### src/rtl/sw_step_ctrl.sv
// sw_step_ctrl: key front end for the LED rotator.
// It synchronizes and debounces two active-low push keys. It then turns the
// clean levels into one-cycle step pulses, with auto-repeat while a key is held.
module sw_step_ctrl #(
    parameter int DEB_CYCLES = 500000,
    parameter int RPT_DELAY  = 25000000,
    parameter int RPT_PERIOD = 5000000,
    parameter int CNT_W      = 25
) (
    input  logic       iClk,
    input  logic       iRst,
    input  logic [1:0] iKey,
    output logic [1:0] oSW,
    output logic [1:0] oKeyState
);

    localparam logic [CNT_W-1:0] CNT_ZERO  = {CNT_W{1'b0}};
    localparam logic [CNT_W-1:0] CNT_ONE   = {{(CNT_W-1){1'b0}}, 1'b1};
    localparam logic [CNT_W-1:0] DEB_LAST  = CNT_W'(DEB_CYCLES - 1);
    localparam logic [CNT_W-1:0] DLY_LAST  = CNT_W'(RPT_DELAY - 1);
    localparam logic [CNT_W-1:0] PER_LAST  = CNT_W'(RPT_PERIOD - 1);

    typedef enum logic [1:0] {
        ST_IDLE   = 2'b00,
        ST_DELAY  = 2'b01,
        ST_REPEAT = 2'b10,
        ST_LOCK   = 2'b11
    } state_t;

    logic [1:0]       key_meta_r;
    logic [1:0]       key_sync_r;
    logic [CNT_W-1:0] deb_cnt_r [2];
    logic [1:0]       stable_r;

    state_t           state_r;
    state_t           state_nxt_s;
    logic [1:0]       dir_r;
    logic [1:0]       dir_nxt_s;
    logic [CNT_W-1:0] timer_r;
    logic [CNT_W-1:0] timer_nxt_s;
    logic [1:0]       sw_nxt_s;
    logic [1:0]       sw_r;

    logic             held_s;
    logic             other_s;

    // The latched direction key is still pressed; the opposite key is pressed.
    assign held_s  = |(stable_r & dir_r);
    assign other_s = |(stable_r & ~dir_r);

    // Two-flop synchronizer; inversion makes 1 mean pressed, reset means released.
    always_ff @(posedge iClk or posedge iRst) begin
        if (iRst) begin
            key_meta_r <= 2'b00;
            key_sync_r <= 2'b00;
        end else begin
            key_meta_r <= ~iKey;
            key_sync_r <= key_meta_r;
        end
    end

    // Per-key debounce: a new level is accepted after DEB_CYCLES consecutive cycles.
    always_ff @(posedge iClk or posedge iRst) begin
        if (iRst) begin
            for (int i = 0; i < 2; i++) begin
                deb_cnt_r[i] <= CNT_ZERO;
            end
            stable_r <= 2'b00;
        end else begin
            for (int i = 0; i < 2; i++) begin
                if (key_sync_r[i] == stable_r[i]) begin
                    deb_cnt_r[i] <= CNT_ZERO;
                end else if (deb_cnt_r[i] == DEB_LAST) begin
                    stable_r[i]  <= key_sync_r[i];
                    deb_cnt_r[i] <= CNT_ZERO;
                end else begin
                    deb_cnt_r[i] <= deb_cnt_r[i] + CNT_ONE;
                end
            end
        end
    end

    // Step FSM state, latched direction and repeat timer.
    always_ff @(posedge iClk or posedge iRst) begin
        if (iRst) begin
            state_r <= ST_IDLE;
            dir_r   <= 2'b00;
            timer_r <= CNT_ZERO;
        end else begin
            state_r <= state_nxt_s;
            dir_r   <= dir_nxt_s;
            timer_r <= timer_nxt_s;
        end
    end

    // Next-state logic; a release beats a lock, and a lock beats a timer expiry.
    always_comb begin
        state_nxt_s = state_r;
        dir_nxt_s   = dir_r;
        timer_nxt_s = timer_r;
        case (state_r)
            ST_IDLE: begin
                timer_nxt_s = CNT_ZERO;
                case (stable_r)
                    2'b01: begin
                        state_nxt_s = ST_DELAY;
                        dir_nxt_s   = 2'b01;
                    end
                    2'b10: begin
                        state_nxt_s = ST_DELAY;
                        dir_nxt_s   = 2'b10;
                    end
                    2'b11: begin
                        state_nxt_s = ST_LOCK;
                    end
                    default: begin
                        state_nxt_s = ST_IDLE;
                    end
                endcase
            end
            ST_DELAY: begin
                if (!held_s) begin
                    state_nxt_s = ST_IDLE;
                end else if (other_s) begin
                    state_nxt_s = ST_LOCK;
                end else if (timer_r == DLY_LAST) begin
                    state_nxt_s = ST_REPEAT;
                    timer_nxt_s = CNT_ZERO;
                end else begin
                    timer_nxt_s = timer_r + CNT_ONE;
                end
            end
            ST_REPEAT: begin
                if (!held_s) begin
                    state_nxt_s = ST_IDLE;
                end else if (other_s) begin
                    state_nxt_s = ST_LOCK;
                end else if (timer_r == PER_LAST) begin
                    timer_nxt_s = CNT_ZERO;
                end else begin
                    timer_nxt_s = timer_r + CNT_ONE;
                end
            end
            ST_LOCK: begin
                timer_nxt_s = CNT_ZERO;
                if (stable_r == 2'b00) begin
                    state_nxt_s = ST_IDLE;
                end else begin
                    state_nxt_s = ST_LOCK;
                end
            end
            default: begin
                state_nxt_s = ST_IDLE;
                dir_nxt_s   = 2'b00;
                timer_nxt_s = CNT_ZERO;
            end
        endcase
    end

    // Pulse decode; this uses the same priorities as the next-state logic.
    always_comb begin
        sw_nxt_s = 2'b00;
        case (state_r)
            ST_IDLE: begin
                if (stable_r == 2'b01 || stable_r == 2'b10) begin
                    sw_nxt_s = stable_r;
                end else begin
                    sw_nxt_s = 2'b00;
                end
            end
            ST_DELAY: begin
                if (held_s && !other_s && timer_r == DLY_LAST) begin
                    sw_nxt_s = dir_r;
                end else begin
                    sw_nxt_s = 2'b00;
                end
            end
            ST_REPEAT: begin
                if (held_s && !other_s && timer_r == PER_LAST) begin
                    sw_nxt_s = dir_r;
                end else begin
                    sw_nxt_s = 2'b00;
                end
            end
            default: begin
                sw_nxt_s = 2'b00;
            end
        endcase
    end

    // Registered step output; reset also drops any pulse in flight.
    always_ff @(posedge iClk or posedge iRst) begin
        if (iRst) begin
            sw_r <= 2'b00;
        end else begin
            sw_r <= sw_nxt_s;
        end
    end

    assign oSW       = sw_r;
    assign oKeyState = stable_r;

endmodule

### config.mk
export PLATFORM = sky130hd
export DESIGN_NAME = sw_step_ctrl
export DESIGN_NICKNAME = d
export VERILOG_FILES = /design/src/rtl/sw_step_ctrl.sv
export SDC_FILE = /design/constraint.sdc
export NUM_CORES = 1
export LEC_CHECK = 0
export BUFFER_PORTS_ARGS = -buffer_cell sky130_fd_sc_hd__buf_2
export CAP_MARGIN = 0
export CORE_UTILIZATION = 30
export CTS_BUF_LIST = sky130_fd_sc_hd__clkbuf_4 sky130_fd_sc_hd__clkbuf_8
export CTS_CLUSTER_SIZE = 24
export DETAILED_ROUTE_END_ITERATION = 8
export PLACE_DENSITY_LB_ADDON = 0.3
export REMOVE_ABC_BUFFERS = 1
export SYNTH_ARGS = -nofsm -noshare
export SYNTH_HDL_FRONTEND = slang
export SYNTH_SLANG_ARGS = --single-unit
### constraint.sdc
create_clock -name iClk -period 3.7 [get_ports iClk]
set_clock_uncertainty 0.1 [all_clocks]
set_input_delay 0.74 -clock iClk [delete_from_list [all_inputs] [get_ports iClk]]
set_output_delay 0.74 -clock iClk [all_outputs]
set_load 0.05 [all_outputs]
==> impl_metrics.env, run 1 <==
export IMPL_fmax_mhz=389.2
export IMPL_syn2layout_area_growth_pct=9.969
export IMPL_yosysSeqAreaShare=0.4845
export IMPL_ys_warn_count=0
export IMPL_wirelength_mm=8.916
export IMPL_critPathArrivalTime_ns=2.69
export IMPL_clkSlewWorstSetupHoldPaths_ns=0.09
export IMPL_syn_instance_count=468
export IMPL_whs_ns=0.2683
export IMPL_synth_edf_count=0
export IMPL_relSlewSlack=0.3707
export IMPL_drc=0
export IMPL_coreArea_sq_um=14590
export IMPL_yosysTopAreaCellShare=0.4845
export IMPL_grt_pass1_vias=3270
export IMPL_power_density_nw_per_um2=344.0
export IMPL_tns_ns=0
export IMPL_hold_path_class="flip-flop to flip-flop"
export IMPL_yosysMostFrequentCell="dfrtp_1"
export IMPL_synth_area_sq_um=4493
export IMPL_stdcell_count=664
export IMPL_syn_avg_cell_area_sq_um=9.601
export IMPL_tightest_slew_ns=0.9368
export IMPL_nets=488
export IMPL_cts_buffers=9
export IMPL_grt_max_degree=51
export IMPL_synthTopCellsByCount="dfrtp_1, nor2_1, xor2_1"
export IMPL_status="complete, no violations"
export IMPL_rsz0062_at_grt="no"
export IMPL_ios=8
export IMPL_root_buffer="clkbuf_8"
export IMPL_finalCritPeriodShare=0.6943
export IMPL_p_leak_nw=2.035
export IMPL_cts_max_level=3
export IMPL_start_util=0.3080
export IMPL_rows=44
export IMPL_drt_vias_per_instance=4.979
export IMPL_synth_area_leader_cell="dfrtp_1"
export IMPL_io_buffers=7
export IMPL_antenna_cells=0
export IMPL_drv_cap=0
export IMPL_setup_viol=0
export IMPL_grt_total_usage=0.1245
export IMPL_ir_drop_uv=151.4
export IMPL_slew_violations=0
export IMPL_gp_congestion=0.7893
export IMPL_die_x_um=124.4
export IMPL_overflow=0
export IMPL_postLayoutCellArea_sq_um=4941
export IMPL_tritoncts="built"
export IMPL_clock_latency_ns=0.37
export IMPL_grt_pass1_wl_mm=15.72
export IMPL_grt_antenna_before_repair=0
export IMPL_synth_area_top_cells="dfrtp_1, xor2_1, nor2_1, xnor2_1, nand4_1"
export IMPL_hpwl_mm=6.019
export IMPL_finalHoldViolations=0
export IMPL_yosys_most_used_dff="dfrtp_1"
export IMPL_period_minus_slack_ns=2.569
export IMPL_timing_critical_path_to_type="flip-flop"
export IMPL_critPathMaxFanout=25
export IMPL_drt_pass1_iter_count=4
export IMPL_dp_cells=648
export IMPL_vias=3306
export IMPL_worstSetupPathType="flip-flop to flip-flop"
export IMPL_synth_cell_types=47
export IMPL_synth_seq_cells=87
export IMPL_cp_required_ns=3.82
export IMPL_clock_sinks=87
export IMPL_die_h_um=124.4
export IMPL_drive_gt1_frac=0.07500
export IMPL_ant_nets=0
export IMPL_clk_path_buf_depth=2
export IMPL_die_area_sq_um=15470
export IMPL_cts_setup_buffers=0
export IMPL_worstSetupStartpointType="flip-flop"
export IMPL_n_fill_cell=1469
export IMPL_drt_iter0_markers=221
export IMPL_cts_resized_gates=0
export IMPL_wire_per_inst_um=13.43
export IMPL_holdBufCountCts=0
export IMPL_synthArstFlopShare=1.000
export IMPL_place_area_sq_um=4736
## cell type report
type / count / area, sq um / share of cell area
Clock inverter: 6 / 67.56 / 0.01367
Inverter: 11 / 42.54 / 0.008610
Tap cell: 184 / 230.2 / 0.04659
Timing Repair Buffer: 11 / 77.57 / 0.01570
Multi-Input combinational cell: 355 / 2208 / 0.4469
Sequential cell: 87 / 2177 / 0.4406
Clock buffer: 10 / 137.6 / 0.02786
## cell families (layout without fill, tap and decap cells)
group | after synthesis | after routing | share of synthesized area
multiplexers | 4 | 4 | 0.009190
AND/OR/NAND/NOR | 242 | 242 | 0.2799
buffers and inverters | 26 | 38 | 0.02395
XOR/XNOR | 66 | 66 | 0.1287
flip-flops | 87 | 87 | 0.4845
AO/OA/AOI/OAI | 34 | 34 | 0.04874
adder cells (fa/ha/maj) | 9 | 9 | 0.02506
## report_power, final
part	internal (W)	total, W	leakage (nW)	switching [W]
sequential	0.000957	0.000964	1.20	0.00000692
clock	0.000334	0.000693	0.0993	0.000359
combinational	0.00000970	0.0000424	0.734	0.0000327
total	0.00130	0.00170	2.03	0.000399
## path summary, 6_finish.rpt
kind                                         start                      end  slack, ns  cells after the start
max                        deb_cnt_r[39]$_DFF_PP0_  deb_cnt_r[42]$_DFF_PP0_       1.13                      4
max in group asynchronous                     iRst  deb_cnt_r[17]$_DFF_PP0_       2.40                      3
min                        key_meta_r[0]$_DFF_PP0_  key_sync_r[0]$_DFF_PP0_       0.27                      0
min in group asynchronous                     iRst   timer_r[1]$_DFFE_PP0P_       0.42                      2
max reg2reg                deb_cnt_r[39]$_DFF_PP0_  deb_cnt_r[42]$_DFF_PP0_       1.13                      4
min reg2reg                key_meta_r[0]$_DFF_PP0_  key_sync_r[0]$_DFF_PP0_       0.27                      0
## worst max-delay path, stage by stage (launching register included)
cell	delay, ns
dfrtp_1	0.43
or4b_1	0.53
nor4_1	0.44
nand2b_1	0.78
nor2_1	0.14
## layout by cell type, fill, tap and decap left out, types with 3 or more instances in the layout
cell and instances:
xor2_1 45, and2_1 5, a21oi_1 9, and3_1 15
buf_4 3, xnor2_1 21, o21ai_0 8, o21ai_1 3
nor2_1 80, clkbuf_8 10, mux2i_1 3, and4_1 8
or3_1 3, nand2b_1 3, dfrtp_1 87, nor3_1 9
nor4_1 9, or4b_1 3, nand3_1 32, nor2b_1 3
inv_1 10, nand4_1 26, ha_1 9, nand2_1 34
buf_2 7
## metrics by stage
stage,power (W),util,setup slack (ns)
finish,0.001700,0.3387,1.131
global route,0.001787,0.3387,0.7964
CTS,0.001734,0.3387,1.122
detailed placement,0.001029,0.3246,1.130
global placement,0.001028,0.3246,1.275
floorplan,0.001012,-,0.6098
## state kept, by name (all words and copies together), names as in the netlist
| name | flops |
|---|---|
| key_sync_r | 2 |
| timer_r | 25 |
| state_r | 2 |
| oKeyState | 2 |
| deb_cnt_r | 50 |
| key_meta_r | 2 |
| oSW | 2 |
| dir_r | 2 |
## per-layer routing
layer  track usage  vias to the layer above  wire length, um
met4       0.03614                        0               90
met5             0                        -                0
met1        0.1593                     1637             4298
li1              -                     1635                -
met3       0.03694                        9              239
met2        0.2025                       25             4288
Note: power is estimated with default switching activity, not from simulation.
==> inputs of run 2 (changes only) <==
==> constraint.sdc (replaced) <==
create_clock -name iClk -period 2.55 [get_ports iClk]
set_clock_uncertainty 0.1 [all_clocks]
set_input_delay 0.51 -clock iClk [delete_from_list [all_inputs] [get_ports iClk]]
set_output_delay 0.51 -clock iClk [all_outputs]
set_load 0.05 [all_outputs]
==> run 2 against run 1 <==
  * Sequential cell count unchanged
  * Utilization grew 0.48 points
  * First-iteration DRC count shrank 19%
  * Register-to-register slack got worse by 0.97 ns
  * Sequential power is 45% higher
  * Largest cell class unchanged
==> impl_metrics.env, run 2 (synthesis results as in run 1) <==
export IMPL_p_leak_nw=2.087
export IMPL_die_area_sq_um=15470
export IMPL_n_fill_cell=1469
export IMPL_cp_required_ns=2.71
export IMPL_drt_pass1_iter_count=4
export IMPL_critPathArrivalTime_ns=2.55
export IMPL_io_buffers=7
export IMPL_stdcell_count=672
export IMPL_hpwl_mm=5.820
export IMPL_rows=44
export IMPL_grt_antenna_before_repair=0
export IMPL_die_h_um=124.4
export IMPL_whs_ns=0.1030
export IMPL_reg_top3="deb_cnt_r x50, timer_r x25"
export IMPL_gp_congestion=0.7758
export IMPL_grt_use_met3=0.04167
export IMPL_drc=0
export IMPL_cts_max_level=3
export IMPL_seqCellArea_sq_um=2177
export IMPL_final_common_cell="dfrtp_1"
export IMPL_start_util=0.3080
export IMPL_antenna_cells=0
export IMPL_multi_input_area_sq_um=2220
export IMPL_grt_max_degree=88
export IMPL_status="complete, no violations"
export IMPL_fmax_mhz=417.8
export IMPL_clk_path_buf_depth=2
export IMPL_root_buffer="clkbuf_8"
export IMPL_final_cell_mix="dfrtp_1, nor2_1, xor2_1"
export IMPL_drt_iter0_markers=178
export IMPL_clock_latency_ns=0.38
export IMPL_vias=3356
export IMPL_ant_nets=0
export IMPL_regMostFlops="deb_cnt_r"
export IMPL_overflow=0
export IMPL_largest_reg_flops=50
export IMPL_slew_violations=0
export IMPL_tritoncts="built"
export IMPL_worstSetupPathType="flip-flop to flip-flop"
export IMPL_pwr_share_comb=0.026
export IMPL_wirelength_mm=8.923
export IMPL_met2_usage=0.1927
export IMPL_cts_buffers=9
export IMPL_p_seq_frac=0.567
export IMPL_hold_path_class="primary input to asynchronous set/reset pin"
export IMPL_clock_power_share=0.408
export IMPL_drv_cap=0
export IMPL_coreArea_sq_um=14590
export IMPL_tightest_slew_ns=0.5851
export IMPL_cts_resized_gates=0
export IMPL_worstSetupStartpointType="flip-flop"
export IMPL_worstRegToRegCells=6
export IMPL_cts_setup_buffers=0
export IMPL_setup_ws_ns=0.1568
export IMPL_pre_cts_ws_ns=0.1517
export IMPL_rr_startpoint="timer_r[7]$_DFFE_PP0P_"
export IMPL_grt_busiest_layer="met2"
export IMPL_power_density_nw_per_um2=492.7
export IMPL_period_minus_slack_ns=2.393
export IMPL_reg2reg_slack_ns=0.16
export IMPL_drive_gt1_frac=0.09016
export IMPL_critPathMaxFanout=20
export IMPL_met1_usage=0.1626
export IMPL_die_x_um=124.4
export IMPL_finalHoldViolations=0
export IMPL_tns_ns=0
export IMPL_ir_drop_uv=203.0
export IMPL_p_switching_w=0.0005787
export IMPL_finalCritPeriodShare=0.9385
export IMPL_wire_per_inst_um=13.28
export IMPL_timing_rr_end="timer_r[17]$_DFFE_PP0P_"
export IMPL_grt_pass1_vias=3168
export IMPL_swShare=0.2344
export IMPL_setup_viol=0
export IMPL_dp_cells=656
export IMPL_ios=8
export IMPL_grt_pass1_wl_mm=15.62
export IMPL_rsz0062_at_grt="no"
export IMPL_grt_total_usage=0.1230
export IMPL_syn2layout_area_growth_pct=11.53
export IMPL_drt_vias_per_instance=4.994
export IMPL_relSlewSlack=0.6063
export IMPL_p_int_w=0.001890
export IMPL_timing_critical_path_to_type="flip-flop"
export IMPL_clkSlewWorstSetupHoldPaths_ns=0.08
export IMPL_clock_sinks=87
export IMPL_holdBufCountCts=0
export IMPL_nets=496
run 2: changes by cell type in the layout (fill, tap and decap cells not counted):
cell / before / now
a41oi_2: 1 / 0
a41oi_4: 0 / 1
buf_4: 3 / 11
clkinv_2: 2 / 3
clkinv_4: 0 / 1
clkinvlp_4: 2 / 0
run 2: worst max-delay path: stages (launching register included):
cell and delay [ns]:
dfrtp_1 0.41, or4b_1 0.58, nor4_4 0.41, a41oi_4 0.22, nor3_2 0.21, buf_4 0.25
nor2_1 0.08
run 2: worst max-delay path by stage:
stage / slack, ns / to / startpoint
detailed placement: 0.15 / timer_r[11]$_DFFE_PP0P_ / timer_r[7]$_DFFE_PP0P_
global route: 0.02 / timer_r[19]$_DFFE_PP0P_ / timer_r[7]$_DFFE_PP0P_
finish: 0.16 / timer_r[17]$_DFFE_PP0P_ / timer_r[7]$_DFFE_PP0P_
floorplan: -0.31 / deb_cnt_r[0]$_DFF_PP0_ / iRst
global placement: 0.23 / timer_r[12]$_DFFE_PP0P_ / timer_r[7]$_DFFE_PP0P_
CTS: 0.15 / timer_r[19]$_DFFE_PP0P_ / timer_r[7]$_DFFE_PP0P_
run 2: layer usage:
metal | vias up | wire length, um
li1 | 1652 | -
met1 | 1658 | 4406
met2 | 36 | 4135
met3 | 10 | 295
met4 | 0 | 85
met5 | - | 0
run 2: stage by stage:
stage,area (sq um),utilization,total power (W)
after global routing,5011,0.3435,0.002583
after floorplan,4427,-,0.001468
after detailed placement,4796,0.3287,0.001494
final,5011,0.3435,0.002469
after CTS,5000,0.3427,0.002515
after global placement,4796,0.3287,0.001493
run 2: layout make-up:
cell class,instances,share of cell area
Sequential cell,87,0.4345
Inverter,11,0.008489
Clock buffer,10,0.02747
Multi-Input combinational cell,355,0.4429
Clock inverter,6,0.01323
Timing Repair Buffer,19,0.02747
Tap cell,184,0.04594
run 2: power groups by stage:
stage	combinational, W	sequential, W	clock [W]
floorplan	0.0000435	0.00142	0
global route	0.0000761	0.00140	0.00111
finish	0.0000641	0.00140	0.00101
CTS	0.0000681	0.00140	0.00105
global placement	0.0000666	0.00143	0
detailed placement	0.0000675	0.00143	0
==> inputs of run 3 (changes only) <==
--- a/config.mk
+++ b/config.mk
@@ -5,6 +5,7 @@
 export SDC_FILE = /design/constraint.sdc
 export NUM_CORES = 1
 export LEC_CHECK = 0
+export ABC_AREA = 1
 export BUFFER_PORTS_ARGS = -buffer_cell sky130_fd_sc_hd__buf_2
 export CAP_MARGIN = 0
 export CORE_UTILIZATION = 30
==> run 3 against run 2 <==
  * Utilization is 0.31 points lower
  * Largest power group unchanged
  * First-iteration DRC count rose by 57%
  * Cell area up 14%
  * Clock power barely moved
  * Clock-buffer cell count is 1 lower
  * Non-clock buffer count decreased by 9
==> impl_metrics.env, run 3 <==
export IMPL_synth_cell_types=38
export IMPL_drt_vias_per_instance=4.573
export IMPL_grt_use_met3=0.02834
export IMPL_reg_top3="deb_cnt_r x50, timer_r x25"
export IMPL_synth_area_sq_um=5235
export IMPL_critPathMaxFanout=18
export IMPL_pwr_share_comb=0.026
export IMPL_worstSetupStartpointType="flip-flop"
export IMPL_die_x_um=134.1
export IMPL_power_density_nw_per_um2=432.1
export IMPL_drt_pass1_iter_count=5
export IMPL_syn2layout_area_growth_pct=9.345
export IMPL_setup_ws_ns=0.6228
export IMPL_hpwl_mm=8.732
export IMPL_regMostFlops="deb_cnt_r"
export IMPL_p_int_w=0.001868
export IMPL_yosys_most_used_dff="dfrtp_1"
export IMPL_start_util=0.3113
export IMPL_final_common_cell="nand2_1"
export IMPL_holdBufCountCts=0
export IMPL_die_h_um=134.1
export IMPL_vias=4413
export IMPL_grt_max_degree=43
export IMPL_critPathArrivalTime_ns=2.09
export IMPL_tns_ns=0
export IMPL_ios=8
export IMPL_grt_antenna_before_repair=0
export IMPL_setup_viol=0
export IMPL_slew_violations=0
export IMPL_final_cell_mix="nand2_1, nor2_1, inv_1"
export IMPL_synth_seq_cells=87
export IMPL_synth_area_top_cells="dfrtp_1, nand2_1, nor2_1, inv_1, xor2_1"
export IMPL_clock_power_share=0.409
export IMPL_ant_nets=0
export IMPL_period_minus_slack_ns=1.927
export IMPL_drt_iter0_markers=280
export IMPL_synth_edf_count=0
export IMPL_clock_sinks=87
export IMPL_swShare=0.2449
export IMPL_cts_resized_gates=0
export IMPL_tritoncts="built"
export IMPL_synthArstFlopShare=1.000
export IMPL_status="complete, no violations"
export IMPL_grt_busiest_layer="met2"
export IMPL_syn_instance_count=725
export IMPL_clkSlewWorstSetupHoldPaths_ns=0.10
export IMPL_p_leak_nw=2.507
export IMPL_antenna_cells=0
export IMPL_synthTopCellsByCount="nand2_1, nor2_1, inv_1"
export IMPL_drc=0
export IMPL_worstSetupPathType="flip-flop to flip-flop"
export IMPL_clk_path_buf_depth=2
export IMPL_cts_buffers=9
export IMPL_syn_avg_cell_area_sq_um=7.221
export IMPL_wirelength_mm=11.58
export IMPL_ys_warn_count=0
export IMPL_clock_latency_ns=0.38
export IMPL_io_buffers=7
export IMPL_cts_setup_buffers=0
export IMPL_hold_path_class="primary input to asynchronous set/reset pin"
export IMPL_utilization=0.3404
export IMPL_largest_reg_flops=50
export IMPL_finalCritPeriodShare=0.7558
export IMPL_ir_drop_uv=249.2
export IMPL_cp_required_ns=2.72
export IMPL_met1_usage=0.2006
export IMPL_coreArea_sq_um=16820
export IMPL_drv_cap=0
export IMPL_cts_max_level=3
export IMPL_pre_cts_ws_ns=0.6323
export IMPL_rsz0062_at_grt="no"
export IMPL_synth_area_leader_cell="dfrtp_1"
export IMPL_wire_per_inst_um=12.00
export IMPL_p_seq_frac=0.565
export IMPL_overflow=0
export IMPL_timing_critical_path_to_type="flip-flop"
export IMPL_finalHoldViolations=0
export IMPL_fmax_mhz=518.9
export IMPL_gp_congestion=0.8767
export IMPL_die_area_sq_um=17980
export IMPL_met2_usage=0.2202
export IMPL_root_buffer="clkbuf_8"
export IMPL_drive_gt1_frac=0.08725
export IMPL_relSlewSlack=0.6128
export IMPL_grt_pass1_vias=4287
export IMPL_p_switching_w=0.0006058
export IMPL_nets=753
export IMPL_yosysSeqAreaShare=0.4159
export IMPL_grt_pass1_wl_mm=20.60
export IMPL_yosysMostFrequentCell="nand2_1"
export IMPL_tightest_slew_ns=0.5786
export IMPL_yosysTopAreaCellShare=0.4159
export IMPL_grt_total_usage=0.1432
export IMPL_rows=47
run 3: cell count changes in the layout (fill, tap and decap cells not counted), moves of 8 or more:
cell / before / now
xnor2_1: 21 / 4
nor3_1: 9 / 28
nor4_1: 9 / 0
xor2_1: 45 / 25
buf_4: 11 / 3
nor2_1: 80 / 151
nand2_1: 34 / 173
inv_1: 10 / 100
and3_1: 15 / 0
nor2_2: 0 / 19
and4_1: 8 / 0
run 3: layout make-up:
class                      count  area, sq um
inverter                     103        394.1
timing repair buffer          10        57.56
sequential                    87         2177
fill                        1862        11090
clock inverter                 7        78.83
multi-input combinational    529         2618
clock buffer                   9        123.9
tap                          220        275.3
run 3: layer usage:
layer	vias up	part of all wire	wire length (um)
met5	-	0	0
met4	0	0.014	161
met3	10	0.033	382
met2	66	0.45	5198
met1	2022	0.50	5832
li1	2315	-	-
run 3: critical path: stages, from the launching register on:
cell	delay [ns]
dfrtp_1	0.55
nand2_1	0.11
nand2_2	0.14
nand3_4	0.10
nand2_4	0.21
nand3_2	0.21
nor2_4	0.18
nand3_1	0.09
nand2_1	0.07
nor2_1	0.04
run 3: cells by family after synthesis:
| group | count (synthesis) | synth area share |
|---|---|---|
| and+or+nand+nor | 458 | 0.3915 |
| adders and majority gates | 9 | 0.02151 |
| xor gates and xnor gates | 29 | 0.04852 |
| AOI/OAI and AO/OA | 33 | 0.03848 |
| buffers and inverters | 109 | 0.08413 |
| DFF | 87 | 0.4159 |
run 3: metrics by stage:
step / power (W) / instance area [sq um] / cells / hold WS (ns)
final: 0.002474 / 5724 / 965 / 0.07642
after global routing: 0.002601 / 5724 / 965 / 0.09405
after CTS: 0.002537 / 5724 / 965 / 0.06603
after detailed placement: 0.001494 / 5522 / 949 / 0.2381
after global placement: 0.001493 / 5522 / 949 / 0.2328
after floorplan: 0.001467 / 5186 / 719 / 0.2312
run 3: final timing paths:
path,start,end,slack [ns],depth (start not counted)
min,iRst,deb_cnt_r[2]$_DFF_PP0_,0.08,2
min in group iClk,iKey[0],key_meta_r[0]$_DFF_PP0_,0.16,2
min reg2reg,key_meta_r[1]$_DFF_PP0_,key_sync_r[1]$_DFF_PP0_,0.26,0
max,oKeyState[1]$_DFFE_PP0P_,timer_r[22]$_DFFE_PP0P_,0.62,9
max in group asynchronous,iRst,timer_r[9]$_DFFE_PP0P_,1.61,3
max reg2reg,oKeyState[1]$_DFFE_PP0P_,timer_r[22]$_DFFE_PP0P_,0.62,9
run 3: power by group through the flow:
stage	Clock (W)	Sequential, W	Combinational [W]
after global placement	0	0.00142	0.0000690
after CTS	0.00107	0.00140	0.0000692
after global routing	0.00112	0.00140	0.0000785
final	0.00101	0.00140	0.0000652
after floorplan	0	0.00142	0.0000438
after detailed placement	0	0.00142	0.0000692
